[src/rtl/wb_ram_arbiter.sv]
// Three-master round-robin Wishbone arbiter in front of a single RAM slave.
// Optional stall watchdog: define WB_ARB_WATCHDOG_EN to error-terminate a hung slave cycle.
module wb_ram_arbiter #(
   parameter int AW      = 32,
   parameter int DW      = 32,
   parameter int TIMEOUT = 255
) (
   input  logic              wb_clk_i,
   input  logic              wb_rst_i,
   input  logic [2:0]        m_cyc_i,
   input  logic [2:0]        m_stb_i,
   input  logic [2:0]        m_we_i,
   input  logic [11:0]       m_sel_i,
   input  logic [3*AW-1:0]   m_adr_i,
   input  logic [3*DW-1:0]   m_dat_i,
   output logic [DW-1:0]     m_dat_o,
   output logic [2:0]        m_ack_o,
   output logic [2:0]        m_err_o,
   output logic              s_cyc_o,
   output logic              s_stb_o,
   output logic              s_we_o,
   output logic [3:0]        s_sel_o,
   output logic [AW-1:0]     s_adr_o,
   output logic [DW-1:0]     s_dat_o,
   input  logic [DW-1:0]     s_dat_i,
   input  logic              s_ack_i,
   input  logic              s_err_i,
   output logic [2:0]        grant_o
);

   localparam int NM = 3;

   typedef enum logic {IDLE, GRANT} state_t;

   state_t        state_q, state_d;
   logic [NM-1:0] grant_q, grant_d;
   logic [1:0]    last_q, last_d;
   logic [1:0]    pick;
   logic          pick_vld;
   logic          owner_cyc;
   logic          wd_hit;

   // Search starts one past the most recent owner so every requester gets a turn.
   always_comb begin
      pick_vld = 1'b0;
      pick     = last_q;
      for (int k = 1; k <= NM; k++) begin
         if (!pick_vld && m_cyc_i[(int'(last_q) + k) % NM]) begin
            pick_vld = 1'b1;
            pick     = 2'((int'(last_q) + k) % NM);
         end
      end
   end

   // One-hot AND-OR mux; grant_q is zero in IDLE so every slave-side output is zero there.
   always_comb begin
      owner_cyc = 1'b0;
      s_stb_o   = 1'b0;
      s_we_o    = 1'b0;
      s_sel_o   = '0;
      s_adr_o   = '0;
      s_dat_o   = '0;
      for (int i = 0; i < NM; i++) begin
         if (grant_q[i]) begin
            owner_cyc = owner_cyc | m_cyc_i[i];
            s_stb_o   = s_stb_o   | m_stb_i[i];
            s_we_o    = s_we_o    | m_we_i[i];
            s_sel_o   = s_sel_o   | m_sel_i[4*i +: 4];
            s_adr_o   = s_adr_o   | m_adr_i[AW*i +: AW];
            s_dat_o   = s_dat_o   | m_dat_i[DW*i +: DW];
         end
      end
   end

   assign s_cyc_o = owner_cyc;
   assign grant_o = grant_q;
   assign m_dat_o = s_dat_i;
   assign m_ack_o = grant_q & {NM{s_ack_i}};
   assign m_err_o = grant_q & {NM{s_err_i | wd_hit}};

   always_ff @(posedge wb_clk_i) begin
      if (wb_rst_i) begin
         state_q <= IDLE;
         grant_q <= '0;
         last_q  <= 2'd2;
      end else begin
         state_q <= state_d;
         grant_q <= grant_d;
         last_q  <= last_d;
      end
   end

   always_comb begin
      state_d = state_q;
      grant_d = grant_q;
      last_d  = last_q;
      case (state_q)
         IDLE: begin
            if (pick_vld) begin
               state_d = GRANT;
               grant_d = NM'(1) << pick;
               last_d  = pick;
            end
         end
         GRANT: begin
            // Owner keeps the bus across stb phases until it releases cyc.
            if (!owner_cyc) begin
               state_d = IDLE;
               grant_d = '0;
            end
         end
         default: begin
            state_d = IDLE;
            grant_d = '0;
         end
      endcase
   end

`ifdef WB_ARB_WATCHDOG_EN
   localparam int WD_W = ($clog2(TIMEOUT + 1) > 8) ? $clog2(TIMEOUT + 1) : 8;

   logic [WD_W-1:0] wd_cnt_q;

   assign wd_hit = (state_q == GRANT) && (wd_cnt_q == WD_W'(TIMEOUT));

   // Held at zero in IDLE, so it starts from zero on entry to GRANT.
   always_ff @(posedge wb_clk_i) begin
      if (wb_rst_i)                             wd_cnt_q <= '0;
      else if (state_q == IDLE)                 wd_cnt_q <= '0;
      else if (s_ack_i || s_err_i || wd_hit)    wd_cnt_q <= '0;
      else if (s_stb_o)                         wd_cnt_q <= wd_cnt_q + 1'b1;
   end
`else
   // No watchdog: this term is constant low, so errors come from the slave only.
   assign wd_hit = (TIMEOUT < 0);
`endif

endmodule

[config.mk]
export PLATFORM = sky130hd
export DESIGN_NAME = wb_ram_arbiter
export DESIGN_NICKNAME = d
export VERILOG_FILES = /design/src/rtl/wb_ram_arbiter.sv
export SDC_FILE = /design/constraint.sdc
export NUM_CORES = 1
export LEC_CHECK = 0
export BUFFER_PORTS_ARGS = -buffer_cell sky130_fd_sc_hd__clkbuf_2
export CORE_AREA = 5 5 138 140
export DETAILED_ROUTE_END_ITERATION = 10
export DIE_AREA = 0 0 143 145
export SETUP_SLACK_MARGIN = 0.5
export SLEW_MARGIN = 20
export SYNTH_ARGS = -nofsm -noshare
export SYNTH_HDL_FRONTEND = slang
export SYNTH_SLANG_ARGS = --single-unit
[constraint.sdc]
create_clock -name wb_clk_i -period 2.62 [get_ports wb_clk_i]
set_input_delay 0.524 -clock wb_clk_i [delete_from_list [all_inputs] [get_ports wb_clk_i]]
set_output_delay 0.524 -clock wb_clk_i [all_outputs]
set_load 0.05 [all_outputs]
==> results by stage <==
Routing:
- The via density per instance is about 4.3.
- The post-detailed-routing wire length is 12,050 microns.
- The routed layout has 3,238 vias.
- The DRC marker count from the first detailed-route iteration is 429.
- The first-pass detailed-route iteration total is 9.
- The DRC violations left is 0.
- The routed length per instance is roughly 16 microns.
- The detail route stage leaves a number of antenna-violating nets equal to 0.

Clock tree:
- The clock-pin slew on the worst setup and hold paths is ~0.030 ns.
- The clock latency on the worst-skew pair is between 0.2 and 0.25 ns.
- The buffer type at the clock tree root is sky130_fd_sc_hd__clkbuf_16.
- CTS built an H-tree with a depth of 1.
- The clock buffer count from CTS is 3.
- Clock tree synthesis found a total of 6 sinks.
- The longest clock path from root to sink contains 2 buffers.
- The number of hold buffers added after CTS was 0.
- TritonCTS built the clock tree.

Timing:
- The final critical-path required period is 2.097 ns.
- Across the routed clock network, the largest skew measured is between 0.001 and 0.0015 ns.
- The max-slew violation count is 0.
- The achievable clock frequency is approximately 480 MHz.
- The worst hold-check slack is 0.5391 ns.
- The final setup slack of the worst path is roughly 0.52 ns.
- Setup repair after global routing could not meet its margin everywhere.
- The accumulated negative setup slack is 0 ns.
- The worst slew margin relative to its limit is approximately 65%.
- For the pin with the worst max-slew slack, the measured transition is 0.5192 ns.
- The total count of hold-check failures in the final report was 0.
- In the finished design, the share of the clock period the worst path needs comes to 80.03%.
- Setup violations remaining at the end of the flow were counted as 0.

Placement:
- The minimum setup slack after placement is 0.4558 ns.
- The routability-driven placement congestion ratio is approximately 0.86.
- The detailed placer's ending HPWL is 10,460 microns.
- In this run the tool buffered the top-level ports with about 300 buffer cells.

Logic synthesis:
- Yosys attributes the largest share of cell area to sky130_fd_sc_hd__a222oi_1 38%, sky130_fd_sc_hd__inv_1 14%, sky130_fd_sc_hd__buf_4 14%.
- During synthesis, Yosys emitted a total of 0 warnings.
- Sequential cells were found to cover 6.439% of the synthesized design area.
- sky130_fd_sc_hd__a222oi_1 takes more of the synthesized area than any other cell.
- The most used flip-flop cell after synthesis is sky130_fd_sc_hd__dfxtp_1.
- In the synthesized netlist, the cells that appear most often are 71 x sky130_fd_sc_hd__inv_1, 70 x sky130_fd_sc_hd__a222oi_1, 34 x sky130_fd_sc_hd__buf_4, 13 x sky130_fd_sc_hd__clkbuf_1, 8 x sky130_fd_sc_hd__buf_1.
- The number of synthesized register bits is 6.
- The distinct cell type count after synthesis is 37.
- The synthesized netlist net count is between 500 and 600.
- After technology mapping, the gate count stands at roughly 260.
- In this run the mean area of a mapped cell was 7.231 sq um.
- The area share of the leading cell type in the synthesized netlist is 37.56%.
- The fraction of registers with async set or reset after synthesis is 0%.
- By instance count, the leading cell after synthesis is sky130_fd_sc_hd__inv_1.
- Yosys mapped a number of flops with a built-in enable equal to 0.
- The post-synthesis cell area is ~1900 sq um.

Worst setup path:
- The required time of the critical path is ~2.1 ns.
- The signal on the critical path passes through buf_12 > a222oi_1 > inv_1 > clkbuf_8.
- For this design, the slowest cell found on the critical path is sky130_fd_sc_hd__a222oi_1.
- The maximum single-stage delay on the critical path is between 0.4 and 0.5 ns.
- The critical path buffer and inverter count is 3.
- STA classifies the critical path startpoint as a register.
- The family with the most delay on the worst path is buffers and inverters.
- The endpoint type of the worst setup path is an output pin.
- In this run the register-to-register setup slack is approximately 0.58 ns.
- The maximum net fanout on the critical path is 35.
- The setup path with the least slack is of type register to output pin.
- The worst register-to-register path begins at last_q[0].
- The end of the worst register-to-register path is last_q[1].
- At the worst endpoint, the arrival time is between 1.5 and 2 ns.
- Measured in cells, the most critical reg-to-reg path has a length of 8.

Global routing:
- The maximum number of pins on one net before global-route repair is 37.
- For this run the aggregate overflow at the end of global routing stands at 0.
- The initial antenna violation count is 0.
- The via count of the first global-routing pass is roughly 3,100.
- The global-route usage over all layers is approximately 10%.
- The first-pass GRT wire length is ~17,000 microns.

Floorplan:
- The die is about 150 microns tall.
- The area of the core region is 17,720 sq um.
- between 300 and 400 I/O pins were placed.
- The die covers 20,740 sq um.
- The row count is roughly 50.
- The initial core utilization is around a tenth.
- The overall die width is ~140 microns.

Finish:
- The final layout contains roughly 780 nets.
- The core utilization of the finished layout is 20.78%.
- The ratio of cells with drive above 1 in the final layout is about two thirds.
- Compared with the post-synthesis result, the final layout area differs by 97.38%.
- The antenna diode count is 0.

Hold path:
- The capture endpoint of the worst hold path is grant_o[2].
- The worst hold path begins at wb_rst_i.
- The class of the worst hold path is primary input to register.
- The instance count along the most critical hold path is 2.

Power:
- Internal power comes to 1.550 mW.
- Across the VDD grid, the largest voltage drop is ~0.43 mV.
- The design draws between 4 and 5 mW.
- The proportion of power drawn by flip-flops and latches is about 5.2%.
- The share of total power consumed by net switching is around two thirds.
- Summed over all nets, the switching power comes to 3.114 mW.
- The part of the power in the clock network is under 10%.
- The power share of the combinational group is 89.5%.
- Dividing total power by cell area gives a power density of around 1300 nW/um^2.
- The leakage component of the power is between 2 and 2.5 nW.

Run status:
- The run finished with clean final reports.

Flow run:
- The number of max-cap violations is 0.
[worst max-delay path by stage]
stage                       end  cells past startpoint  slack [ns]  startpoint
floorplan           s_adr_o[17]                      4        0.57  grant_o[1]
global placement      last_q[1]                      8        0.50   last_q[0]
detailed placement    last_q[1]                      8        0.46   last_q[0]
CTS                  s_sel_o[3]                      4        0.45  grant_o[1]
global route         s_dat_o[3]                      4        0.48  grant_o[0]
finish               s_dat_o[3]                      4        0.52  grant_o[0]
[power groups by stage]
| stage | Clock [mW] | Sequential (mW) | Combinational (mW) |
|---|---|---|---|
| 2_1_floorplan | 0 | 0.208 | 3.07 |
| 3_3_place_gp | 0 | 0.237 | 3.98 |
| 3_5_place_dp | 0 | 0.236 | 3.98 |
| 4_1_cts | 0.254 | 0.233 | 4.04 |
| 5_1_grt | 0.261 | 0.254 | 4.40 |
| 6_report | 0.247 | 0.242 | 4.18 |
[per-stage QoR]
stage / instances / cell area [sq um]
2_1_floorplan: 258 / 1869
3_3_place_gp: 742 / 3441
3_5_place_dp: 742 / 3441
4_1_cts: 747 / 3558
5_1_grt: 750 / 3682
6_report: 750 / 3682
[timing repair]
item,CTS,global route
setup endpoints to repair,19,37
buffers inserted,2,3
gates resized for setup,10,31
pin swaps,6,12
[kinds of logic (layout without fill, tap and decap cells)]
family | count (synthesis) | count (layout) | synth area share, %
buffers and inverters | 129 | 392 | 33.47
AOI/OAI and AO/OA | 85 | 85 | 43.66
and+or+nand+nor | 27 | 27 | 9.456
muxes | 7 | 7 | 4.293
DFF | 6 | 6 | 6.439
adders and majority gates | 4 | 4 | 2.683
[area by class of cell]
cell class,count,area [sq um]
Clock buffer,3,75.07
Fill cell,2004,14040
Inverter,72,270.3
Multi-Input combinational cell,123,1209
Sequential cell,6,135.1
Tap cell,229,286.5
Timing Repair Buffer,317,1707
[sequential cells by signal, indices dropped and copies added (netlist names)]
register  flops
state_q       1
last_q        2
grant_o       3
[placed cells by master, fill, tap and decap left out, drive strengths merged, types with 2 or more instances in the layout]
cell type  count
a21oi          4
a222oi        70
and2           6
buf           30
clkbuf       290
dfxtp          6
ha             4
inv           72
mux2           2
mux2i          5
nand2          7
nand3b         2
nor2           2
nor2b          2
o21ai          3
or2            3
[metal layers]
| metal | global-route usage [%] | share of wire [%] |
|---|---|---|
| met1 | 11.54 | 36 |
| met2 | 18.21 | 50 |
| met3 | 1.909 | 11 |
| met4 | 3.517 | 3.0 |
| met5 | 0 | 0 |
(Power assumes the default switching activity.)
